$ cat config.mk
export PLATFORM = sky130hd
export DESIGN_NAME = led_scan_controller
export DESIGN_NICKNAME = d
export VERILOG_FILES = /design/src/rtl/led_scan_controller.sv
export SDC_FILE = /design/constraint.sdc
export NUM_CORES = 1
export LEC_CHECK = 0
export BUFFER_PORTS_ARGS = -buffer_cell sky130_fd_sc_hd__buf_2
export CELL_PAD_IN_SITES_DETAIL_PLACEMENT = 1
export CELL_PAD_IN_SITES_GLOBAL_PLACEMENT = 2
export CORE_ASPECT_RATIO = 1.4
export CORE_UTILIZATION = 33
export CTS_CLUSTER_DIAMETER = 120
export DETAILED_ROUTE_END_ITERATION = 7
export GPL_TIMING_DRIVEN = 0
export MAX_ROUTING_LAYER = met4
export PLACE_DENSITY_LB_ADDON = 0.1
export SETUP_SLACK_MARGIN = 0.1
export SKIP_CTS_REPAIR_TIMING = 1
export SYNTH_ARGS = -nofsm -noshare
export SYNTH_HDL_FRONTEND = slang
export SYNTH_SLANG_ARGS = --single-unit
$ cat constraint.sdc
create_clock -name clk -period 3.9 [get_ports clk]
set_input_delay 0.195 -clock clk [delete_from_list [all_inputs] [get_ports clk]]
set_output_delay 0.195 -clock clk [all_outputs]
set_load 0.05 [all_outputs]
$ cat src/rtl/led_scan_controller.sv
// Column scan sequencer for led_array_driver with a double-buffered image; ena/x/cells are registered, swap at frame end.
// Backpressure: cells_ready stays low while a shadow image is pending. LED_SCAN_BRIGHTNESS_EN adds a 4-bit PWM brightness input.
module led_scan_controller #(
    parameter int N           = 5,
    parameter int ON_TICKS    = 1000,
    parameter int BLANK_TICKS = 16
) (
    input  logic                 clk,
    input  logic                 rst,
    input  logic                 ena_in,
    input  logic [N*N-1:0]       cells_in,
    input  logic                 cells_valid,
`ifdef LED_SCAN_BRIGHTNESS_EN
    input  logic [3:0]           brightness,
`endif
    output logic                 cells_ready,
    output logic [N*N-1:0]       cells,
    output logic [$clog2(N):0]   x,
    output logic                 ena,
    output logic                 frame_done
);

    localparam int XW   = $clog2(N) + 1;
    localparam int TMAX = (ON_TICKS > BLANK_TICKS) ? ON_TICKS : BLANK_TICKS;
    // At least 4 bits so the brightness compare always has tick bits to look at.
    localparam int TW   = ($clog2(TMAX) < 4) ? 4 : $clog2(TMAX);

    localparam logic [TW-1:0] ON_LAST    = TW'(ON_TICKS - 1);
    localparam logic [TW-1:0] BLANK_LAST = TW'(BLANK_TICKS - 1);
    localparam logic [XW-1:0] X_LAST     = XW'(N - 1);

    typedef enum logic [1:0] {
        S_IDLE  = 2'd0,
        S_BLANK = 2'd1,
        S_ON    = 2'd2
    } state_t;

    state_t            r_state;
    logic [TW-1:0]     r_tick;
    logic [XW-1:0]     r_x;
    logic              r_ena;
    logic              r_frame_done;
    logic [N*N-1:0]    r_shadow;
    logic              r_shadow_full;
    logic [N*N-1:0]    r_cells;

    logic [TW-1:0]     w_tick_inc;
    logic              w_ena_on_next;
    logic              w_swap;
    logic              w_accept;

    assign w_tick_inc = r_tick + 1'b1;

`ifdef LED_SCAN_BRIGHTNESS_EN
    assign w_ena_on_next = (w_tick_inc[3:0] <= brightness);
`else
    assign w_ena_on_next = 1'b1;
`endif

    always_ff @(posedge clk) begin
        if (rst) begin
            r_state      <= S_IDLE;
            r_tick       <= '0;
            r_x          <= '0;
            r_ena        <= 1'b0;
            r_frame_done <= 1'b0;
        end else begin
            r_frame_done <= 1'b0;
            if (!ena_in) begin
                r_state <= S_IDLE;
                r_tick  <= '0;
                r_x     <= '0;
                r_ena   <= 1'b0;
            end else begin
                case (r_state)
                    S_IDLE: begin
                        r_state <= S_BLANK;
                        r_tick  <= '0;
                        r_ena   <= 1'b0;
                    end
                    S_BLANK: begin
                        if (r_tick == BLANK_LAST) begin
                            // Tick 0 of ON always satisfies the brightness compare.
                            r_state <= S_ON;
                            r_tick  <= '0;
                            r_ena   <= 1'b1;
                        end else begin
                            r_tick <= w_tick_inc;
                        end
                    end
                    S_ON: begin
                        if (r_tick == ON_LAST) begin
                            r_state <= S_BLANK;
                            r_tick  <= '0;
                            r_ena   <= 1'b0;
                            if (r_x == X_LAST) begin
                                r_x          <= '0;
                                r_frame_done <= 1'b1;
                            end else begin
                                r_x <= r_x + 1'b1;
                            end
                        end else begin
                            r_tick <= w_tick_inc;
                            r_ena  <= w_ena_on_next;
                        end
                    end
                    default: begin
                        r_state <= S_IDLE;
                        r_tick  <= '0;
                        r_x     <= '0;
                        r_ena   <= 1'b0;
                    end
                endcase
            end
        end
    end

    // Swap decision uses the registered frame_done, so an image accepted on the
    // frame_done cycle itself waits for the following frame.
    assign w_swap   = r_shadow_full && ((r_state == S_IDLE) || r_frame_done);
    assign w_accept = cells_valid && !r_shadow_full;

    always_ff @(posedge clk) begin
        if (rst) begin
            r_shadow      <= '0;
            r_shadow_full <= 1'b0;
            r_cells       <= '0;
        end else if (w_swap) begin
            r_cells       <= r_shadow;
            r_shadow_full <= 1'b0;
        end else if (w_accept) begin
            r_shadow      <= cells_in;
            r_shadow_full <= 1'b1;
        end
    end

    assign cells_ready = !r_shadow_full;
    assign cells       = r_cells;
    assign x           = r_x;
    assign ena         = r_ena;
    assign frame_done  = r_frame_done;

endmodule

==> summary.txt <==
STA
  • Measured slew at the worst slew-check pin: 0.629 ns
  • Slew Limit Fails: 0
  • Crit share post-route: 52.2%
  • Hold Violations, Final: 0
  • Final min period: 2.04 ns
  • Setup TNS: 0 ns
  • Count of final setup violators: 0
  • Skew final: 0.0101 ns
  • Final WS setup: 1.86 ns
  • Fmax: 0.491 GHz
  • Max_slew headroom: 57.7%
  • Unrepaired setup endpoints after global routing: no

Cells and area
  • Register area: 1380 um^2
  • Net count of the finished layout: 435
  • # fillers: 993
  • Share of cells above drive strength 1: 20.3%
  • Syn-to-layout area delta: 23.6%
  • Util after Layout: 42.4%
  • Number of diodes: 0
  • Most common cell after layout, fill and taps aside: nand2_1
  • Commonest cells after routing, fill and taps aside: nand2_1, dfxtp_1, buf_2, a21oi_1, nor2_1
  • Area of the multi-input gates: 1180 um^2

Floorplanning
  • Die area: 8470 um^2
  • Row count: 38
  • Starting Density: 34.3%
  • Chip height: 109 um
  • Die width: 78.1 um
  • I/O pins: 61
  • Core Area: 7800 um^2

Flow run
  • Max-cap viol count: 0

CTS
  • H-tree depth: 3
  • CTS Buffer Depth: 2
  • CTS tree: built
  • Sink Count: 69
  • Clock slew at reported path FFs: 0.08 ns
  • Worst-skew pair later-pin latency: 0.35 ns
  • CTS buffer count: 9
  • Root buffer cell: clkbuf_8

Worst setup path
  • CP Data Required Time: 4.18 ns
  • R2r endpoint: cells[14]
  • Worst Setup Path Type: flip-flop to flip-flop
  • Setup crit start: r_state[0]
  • Slowest CP cell: o21ai_1
  • CP max stage delay: 0.52 ns
  • Reg2reg path depth: 6
  • FF-to-FF setup slack: 1.86 ns
  • Worst path arrival time: 2.31 ns
  • CP cell instances: inv_1 > ha_1 > o21ai_1 > clkbuf_1 > nand2_1 > a21oi_1
  • Worst path bufs/invs: 2
  • Crit end category: flip-flop
  • Critical Path Start Type: flip-flop
  • Top delay family on crit path: compound AO/OA/AOI/OAI gates
  • FF-to-FF Start: r_state[0]
  • Crit path max fanout: 10

Global routing
  • Total grt overflow: 0
  • Initial antenna violation count: 0
  • Total GRT Usage: 18.1%
  • Largest net degree at the start of global routing: 12
  • First-pass GRT wire length: 11.3 mm
  • Number of global-route vias before repair: 2,373

Worst hold path
  • Hold Path End: r_shadow[9]
  • Hold Path Depth: 3
  • HP Class: input pin to flip-flop
  • Worst hold start: cells_in[9]

Yosys
  • Main synth FF type: dfxtp_1
  • Synth Area in XOR/XNOR: 2.62%
  • Complex-gate fraction of the synthesized area: 14.1%
  • Largest family of logic cells by synthesized area: simple AND/OR/NAND/NOR gates
  • Mapped Cells: 329
  • Ys Warns: 0
  • Post-synthesis simple-gate area fraction: 23.9%
  • Mux contribution to synthesized area: 0.374%
  • Distinct cell type count of the synthesized netlist: 39
  • Synthesized cell area: 2670 um^2
  • Asr flop ratio synth: 0%
  • Mean Syn Cell Area: 8.13 um^2
  • Post-Synthesis Net Count: 365
  • Sequential area share after synthesis: 51.7%
  • Post-synth EDFFs: 0
  • Seq cells post-synth: 69
  • Adder-Cell Fraction of Synth Area: 3.28%

Pwr
  • Switching pwr: 0.384 mW
  • Peak VDD IR: 153 uV
  • Sw Ratio: 25.5%
  • Power share of the clock group: 40.8%
  • Logic pwr share: 9.8%
  • Leakage Power: 1.34 nW
  • Sequential power share: 49.4%
  • P per Cell Area: 455 nW/um^2
  • Pint: 1.12 mW

Place
  • DP Worst Slack: 1.81 ns
  • Count of input and output buffers: 59
  • GP Congestion: 0.709
  • Post-DP HPWL: 4.79 mm

Route
  • Vias per inst: 4.75
  • Initial DRC count: 67
  • Initial DRT Pass Iterations: 4
  • Total number of vias: 2,394
  • DRC: 0
  • WL/cell: 13.0 um
  • WL final: 6.57 mm
  • Final ANT Viol Nets: 0

Run status
  • Status: completed
==> through the flow <==
| step | total power [mW] | hold slack (ns) | area [um^2] | cells |
|---|---|---|---|---|
| after floorplan | 0.857 | 0.331 | 2670 | 329 |
| after detailed placement | 0.910 | 0.444 | 3090 | 488 |
| final | 1.50 | 0.0828 | 3310 | 504 |
| after CTS | 1.53 | 0.0656 | 3310 | 504 |
| after global routing | 1.58 | 0.0732 | 3310 | 504 |
| after global placement | 0.908 | 0.430 | 3090 | 488 |
==> cells by family (layout without fill, tap and decap cells) <==
group	Yosys count	after routing
muxes	1	1
adders and majority gates	7	7
xor gates and xnor gates	8	8
AOI/OAI and AO/OA	69	69
DFF	69	69
buffers and inverters	25	100
and+or+nand+nor	150	150
==> state kept, by name, summed over array words and instances (netlist names) <==
name           count
ena                1
r_tick            10
r_shadow_full      1
cells             25
r_state            2
x                  4
frame_done         1
r_shadow          25
==> power by group through the flow <==
stage	clock, mW	combinational [mW]	sequential, mW
finish	0.614	0.147	0.742
global route	0.668	0.167	0.746
CTS	0.635	0.152	0.742
detailed placement	0	0.152	0.759
global placement	0	0.150	0.758
floorplan	0	0.0774	0.779
==> cell usage after synthesis (4+ instances only) <==
master | number | share of area [%]
ha_1 | 7 | 3.3
clkbuf_1 | 15 | 2.1
nand3_1 | 8 | 1.5
nor2_1 | 18 | 2.5
a21oi_1 | 54 | 10
inv_1 | 7 | 0.98
nand2_1 | 104 | 15
o21ai_0 | 5 | 0.94
xnor2_1 | 4 | 1.3
xor2_1 | 4 | 1.3
dfxtp_1 | 69 | 52
==> area by class of cell <==
| cell class | count | share of cell area, % |
|---|---|---|
| Clock inverter | 3 | 1.29 |
| Tap cell | 100 | 3.79 |
| Clock buffer | 13 | 5.11 |
| Buffer | 18 | 2.50 |
| Inverter | 7 | 0.795 |
| Sequential cell | 69 | 41.8 |
| Timing Repair Buffer | 59 | 8.93 |
| Multi-Input combinational cell | 235 | 35.8 |
==> tightest hold or removal path, delay by kind of cell <==
family | cells | cell delay, ns
buffers and inverters | 1 | 0.10
AOI/OAI and AO/OA | 1 | 0.05
and+or+nand+nor | 1 | 0.04
==> metal layers <==
metal | part of all wire [%] | vias up | routed length, um | global-route usage [%]
li1 | - | 1226 | - | -
met1 | 44 | 1117 | 2870 | 20.2
met2 | 51 | 38 | 3330 | 30.1
met3 | 3.1 | 13 | 203 | 3.21
met4 | 2.6 | 0 | 171 | 10.3
met5 | 0 | - | 0 | -
==> worst max path at each step <==
stage	depth (start not counted)	slack (ns)	endpoint
2_1_floorplan	5	2.21	r_state[0]
3_3_place_gp	6	1.84	cells[13]
3_5_place_dp	6	1.81	cells[14]
4_1_cts	6	1.79	cells[14]
5_1_grt	6	1.55	cells[14]
6_report	6	1.86	cells[14]
Note: power is estimated with default switching activity, not from simulation.
